`src/rtl/serial_tx_port_pkg.sv`:
```
// serial_tx_port_pkg: shared FSM encoding and frame constants for the serial transmitter
package serial_tx_port_pkg;
    localparam logic [1:0] S_IDLE  = 2'd0;
    localparam logic [1:0] S_START = 2'd1;
    localparam logic [1:0] S_DATA  = 2'd2;
    localparam logic [1:0] S_STOP  = 2'd3;
    localparam int START_BITS = 1;
    localparam int DATA_BITS  = 8;
    localparam int STOP_BITS  = 1;
    localparam int FRAME_BITS = START_BITS + DATA_BITS + STOP_BITS;
    localparam logic IDLE_LEVEL = 1'b1;
endpackage

```
`src/rtl/serial_tx_port_fifo.sv`:
```
// tx_fifo: small circular byte FIFO with combinational head output
module tx_fifo #(
    parameter int DEPTH = 4,
    parameter int WIDTH = 8
) (
    input  logic             clk,
    input  logic             reset,
    input  logic             push,
    input  logic             pop,
    input  logic [WIDTH-1:0] din,
    output logic [WIDTH-1:0] dout,
    output logic             full,
    output logic             empty
);
    localparam int AW = $clog2(DEPTH);
    logic [WIDTH-1:0] mem [DEPTH];
    logic [AW-1:0] wp, rp;
    logic [AW:0] cnt;
    logic do_push, do_pop;
    // a push while full is dropped even if a pop happens in the same cycle
    assign full    = cnt == (AW+1)'(DEPTH);
    assign empty   = cnt == '0;
    assign do_push = push && !full;
    assign do_pop  = pop && !empty;
    assign dout    = mem[rp];
    always_ff @(posedge clk)
        if (do_push) mem[wp] <= din;
    always_ff @(posedge clk or posedge reset)
        if (reset) begin
            wp  <= '0;
            rp  <= '0;
            cnt <= '0;
        end else begin
            wp  <= wp + AW'(do_push);
            rp  <= rp + AW'(do_pop);
            cnt <= cnt + (AW+1)'(do_push) - (AW+1)'(do_pop);
        end
endmodule

```
`src/rtl/serial_tx_port.sv`:
```
// serial_tx_port: CPU byte FIFO feeding an 8N1 serial transmitter
module serial_tx_port
    import serial_tx_port_pkg::*;
#(
    parameter int DEPTH        = 4,
    parameter int CLKS_PER_BIT = 16
) (
    input  logic       clk,
    input  logic       reset,
    input  logic       we,
    input  logic [7:0] wd,
    input  logic       clr_ovf,
    output logic       txd,
    output logic       full,
    output logic       empty,
    output logic       busy,
    output logic       ovf
);
    localparam int BW = (CLKS_PER_BIT > 1) ? $clog2(CLKS_PER_BIT) : 1;
    localparam logic [BW-1:0] BAUD_LAST = BW'(CLKS_PER_BIT - 1);
    logic [1:0] state;
    logic [BW-1:0] baud;
    logic [2:0] bit_idx;
    logic [7:0] shift, dout;
    logic bit_end, pop;
    assign bit_end = baud == BAUD_LAST;
    // STOP pops on its last cycle so the next start bit follows without a gap
    assign pop  = !empty && (state == S_IDLE || (state == S_STOP && bit_end));
    assign busy = state != S_IDLE;
    tx_fifo #(.DEPTH(DEPTH), .WIDTH(8)) u_fifo (
        .clk   (clk),
        .reset (reset),
        .push  (we),
        .pop   (pop),
        .din   (wd),
        .dout  (dout),
        .full  (full),
        .empty (empty)
    );
    always_ff @(posedge clk or posedge reset)
        if (reset) begin
            state   <= S_IDLE;
            baud    <= '0;
            bit_idx <= '0;
            shift   <= '0;
            txd     <= IDLE_LEVEL;
        end else begin
            baud <= (state == S_IDLE || bit_end) ? '0 : baud + 1'b1;
            case (state)
                S_IDLE:
                    if (pop) begin
                        state <= S_START;
                        shift <= dout;
                        txd   <= 1'b0;
                    end
                S_START:
                    if (bit_end) begin
                        state   <= S_DATA;
                        bit_idx <= '0;
                        txd     <= shift[0];
                    end
                S_DATA:
                    if (bit_end) begin
                        shift   <= shift >> 1;
                        bit_idx <= bit_idx + 1'b1;
                        state   <= (bit_idx == 3'(DATA_BITS - 1)) ? S_STOP : S_DATA;
                        txd     <= (bit_idx == 3'(DATA_BITS - 1)) ? IDLE_LEVEL : shift[1];
                    end
                S_STOP:
                    if (bit_end) begin
                        state <= pop ? S_START : S_IDLE;
                        shift <= pop ? dout : shift;
                        txd   <= pop ? 1'b0 : IDLE_LEVEL;
                    end
                default: state <= S_IDLE;
            endcase
        end
    always_ff @(posedge clk or posedge reset)
        if (reset) ovf <= 1'b0;
        else if (we && full) ovf <= 1'b1;
        else if (clr_ovf) ovf <= 1'b0;
endmodule

```
`config.mk`:
```
export PLATFORM = sky130hd
export DESIGN_NAME = serial_tx_port
export DESIGN_NICKNAME = d
export VERILOG_FILES = /design/src/rtl/serial_tx_port_pkg.sv /design/src/rtl/serial_tx_port_fifo.sv /design/src/rtl/serial_tx_port.sv
export SDC_FILE = /design/constraint.sdc
export NUM_CORES = 1
export LEC_CHECK = 0
export CAP_MARGIN = 10
export CORE_ASPECT_RATIO = 1.2
export CORE_MARGIN = 2
export CORE_UTILIZATION = 39
export DETAILED_ROUTE_END_ITERATION = 7
export HOLD_SLACK_MARGIN = 0.12
export SLEW_MARGIN = 10
export SYNTH_ARGS = -nofsm -noshare
export SYNTH_HDL_FRONTEND = slang
export SYNTH_SLANG_ARGS = --single-unit
export TNS_END_PERCENT = 1
```
`constraint.sdc`:
```
create_clock -name clk -period 2.15 [get_ports clk]
set_input_delay 0.43 -clock clk [delete_from_list [all_inputs] [get_ports clk]]
set_output_delay 0.43 -clock clk [all_outputs]
set_load 0.01 [all_outputs]
```
==> results by group <==
Run status
  – Status: finished, violations left
  – Failing checks: setup timing

Global route
  – Largest net degree at the start of global routing: 27
  – Vias in the first global route: 1502
  – Gr ovfl total: 0
  – Initial antenna violation count: 0
  – First-pass GRT wire length: 7.14 mm
  – Total GRT Usage: 13.4%

Synth
  – Yosys warns: 0
  – Seq/Total Area, Yosys: 62.1%
  – Main synth FF type: edfxtp_1
  – Syn_nets: 185
  – Count of cell types in the netlist: 34
  – Post-synth EDFFs: 32
  – Syn avg cell area: 16.3 µm²
  – Ys async rst share: 44.8%
  – Post-Synthesis Cells: 159
  – Area leader, netlist: edfxtp_1
  – Cell Area, Synth: 0.00260 mm²
  – Ranking of synthesized cells by area: edfxtp_1 (37%), dfrtp_1 (24%), ha_1 (6.3%), mux4_2 (6.1%), mux2_4 (4.6%)
  – #FFs+latches synth: 58
  – Top-area cell type share of the netlist area: 37.0%

Worst setup path
  – Crit end category: flop
  – Crit path max fanout: 2
  – CP Data Required Time: 2.36 ns
  – Slowest cell delay on critical path: 0.39 ns
  – Setup slack, reg-to-reg: -0.08 ns
  – Worst setup SP type: flop
  – WS Path Type: flop to flop
  – Slowest-stage cell, CP: dfrtp_1
  – Crit path cell chain: ha_2 > and3_4 > a21oi_2 > nor2_1 > ha_1 > inv_1 > ha_1 > inv_1 > fa_2 > xnor2_2 > xnor2_1
  – Data arrival time at the worst-slack endpoint: 2.44 ns

Cells and area
  – Fill cells: 554
  – Antenna cells: 0
  – Design Area, Final: 0.00319 mm²
  – Fraction of layout cells with a size suffix above 1: 34.8%
  – Multi-input gate area: 918 µm²
  – Reg area: 0.00161 mm²
  – Nets: 225
  – Non-Filler Instances: 289
  – Layout area overhead: 23.0%

Clocking
  – Hold_buf cts: 0
  – H-tree depth: 3
  – Reg clk slew, reported paths: 0.07 ns
  – Clock Latency Late Sink: 0.33 ns
  – CTS tree: yes
  – CTS Buffer Depth: 2
  – Clock root buffer: clkbuf_8
  – Sink Count: 58
  – CTS Buf Count: 9

STA
  – Final hold vios: 0
  – Final WS setup: -0.0751 ns
  – Slew Viols, Final: 0
  – WHS: 0.448 ns
  – Final setup vio count: 1
  – Clock Skew: 0.0104 ns
  – Max Fclk: 449 MHz
  – Rel. slew slack: 65.1%
  – Final Critical Period: 2.23 ns
  – Worst-margin pin slew: 0.524 ns
  – Period utilization: 103%
  – RSZ-0062 raised after global routing: true

Detailed routing
  – Via count of the routed design: 1415
  – Number of DRC markers in iteration 0: 53
  – Top sig layer: met4
  – DR vias/cell: 4.90
  – DR WL/cell: 14.4 µm
  – DRT Pass-1 Iters: 4
  – Routed wire length: 4.17 mm
  – Remaining DRCs: 0
  – M1 WL: 1.80 mm
  – Antenna Nets Post-Route: 0
  – Metal3 WL: 132 µm
  – WL met2: 2.16 mm

Placement
  – DPL Wire Length: 2.93 mm
  – GPL Wtd Cong: 0.809
  – Dpl cells: 271
  – Worst slack at placement: -0.166 ns
  – Port Buffers: 16
  – Placed Area: 0.00296 mm²

Die
  – Io pins: 17
  – Chip width: 78.5 µm
  – Starting Density: 40.3%
  – Cell Rows: 32
  – Core area: 0.00645 mm²
  – Chip height: 93.4 µm
  – Die area: 0.00733 mm²

Min path
  – Hold crit path type: input pin to async pin

Pwr
  – Peak VDD IR: 0.719 mV
  – Pwr Total: 4.60 mW
  – Leakage: 1.30 nW
  – Pwr dens: 1440 mW/mm²

Flow run
  – Max Cap Viol: 0
-- layer usage --
| layer | up-vias | global-route usage, % |
|---|---|---|
| met5 | - | 0 |
| li1 | 672 | - |
| met4 | 0 | 6.29 |
| met3 | 6 | 4.92 |
| met2 | 25 | 22.8 |
| met1 | 712 | 14.9 |
-- cell usage after synthesis, types with 2 or more instances --
| cell | count |
|---|---|
| mux2_4 | 8 |
| xnor2_1 | 3 |
| a32o_1 | 2 |
| nor3_1 | 2 |
| mux4_2 | 7 |
| dfrtp_1 | 25 |
| a31oi_1 | 3 |
| nor2b_1 | 2 |
| nor2_1 | 7 |
| ha_1 | 13 |
| and3_1 | 2 |
| nor3b_1 | 2 |
| o21ai_0 | 5 |
| edfxtp_1 | 32 |
| buf_6 | 4 |
| a21oi_1 | 2 |
| xor2_1 | 2 |
| nand2_1 | 5 |
| mux2_2 | 9 |
| clkbuf_1 | 2 |
| inv_1 | 9 |
-- per-stage QoR --
step	TNS, ns	utilization (%)
4_1_cts	-0.119	49.4
3_3_place_gp	-0.0381	45.8
3_5_place_dp	-0.206	45.8
5_1_grt	-0.275	49.5
2_1_floorplan	-0.226	-
6_report	-0.0751	49.5
-- report_power, final --
| group | switching (mW) | internal, mW | total [mW] | leakage [nW] |
|---|---|---|---|---|
| logic | 0.744 | 1.05 | 1.80 | 0.590 |
| clock network | 0.453 | 0.541 | 0.994 | 0.0956 |
| registers | 0.262 | 1.54 | 1.80 | 0.612 |
| total | 1.46 | 3.14 | 4.60 | 1.30 |
-- path summary, 6_finish.rpt --
| kind | startpoint | to | cells after the start |
|---|---|---|---|
| max | baud[1] | u_fifo.cnt[2] | 11 |
| min | reset | u_fifo.cnt[2] | 3 |
| max reg2reg | baud[1] | u_fifo.cnt[2] | 11 |
| min reg2reg | shift[3] | shift[3] | 1 |
| max in group asynchronous | reset | txd | 3 |
| min in group clk | shift[3] | shift[3] | 1 |
-- final cells by class --
type | count | share of cell area (%)
tap | 85 | 3.33
multi-input combinational | 86 | 28.8
clock buffer | 9 | 3.88
clock inverter | 7 | 2.51
timing repair buffer | 35 | 9.91
sequential | 58 | 50.5
inverter | 9 | 1.06
-- repair_timing --
action                                  4_1_cts  5_1_grt
gates cloned                                  0        0
pin swaps                                     3        0
resized for setup                             4        2
buffers inserted                              1        1
endpoints found under the setup margin        4        4
-- layout by cell type, fill, tap and decap left out, types with 3 or more instances in the layout --
cell              n
a31oi_1           3
buf_4            18
clkbuf_8          9
clkdlybuf4s50_1  14
clkinv_4          4
dfrtp_1          24
edfxtp_1         32
ha_1             12
inv_1             9
mux2_2            9
mux2_4            8
mux4_2            7
nand2_1           5
nor2_1            7
o21ai_0           5
-- critical path, delay by kind of cell, from the launching register on --
kind | cells | cell delay (ns)
simple gates | 2 | 0.26
compound gates | 1 | 0.12
buf+inv | 2 | 0.10
fa+ha+maj | 4 | 0.95
flops | 1 | 0.39
xor+xnor | 2 | 0.28
-- sequential cells by signal, indices dropped and copies added, names as in the netlist, 2 cells and up --
name / count
u_fifo.mem: 32
shift: 8
baud: 4
bit_idx: 3
u_fifo.cnt: 3
state: 2
u_fifo.rp: 2
u_fifo.wp: 2
-- kinds of logic (layout without fill, tap and decap cells) --
kind of cell / count (synthesis) / in the layout / share of synthesized area, %
buf+inv: 15 / 60 / 3.33
flops: 58 / 58 / 62.1
xor+xnor: 5 / 5 / 1.69
simple gates: 24 / 24 / 4.77
fa+ha+maj: 14 / 14 / 7.04
compound gates: 17 / 17 / 5.06
mux: 26 / 26 / 16.0
Note: power is estimated with default switching activity, not from simulation.
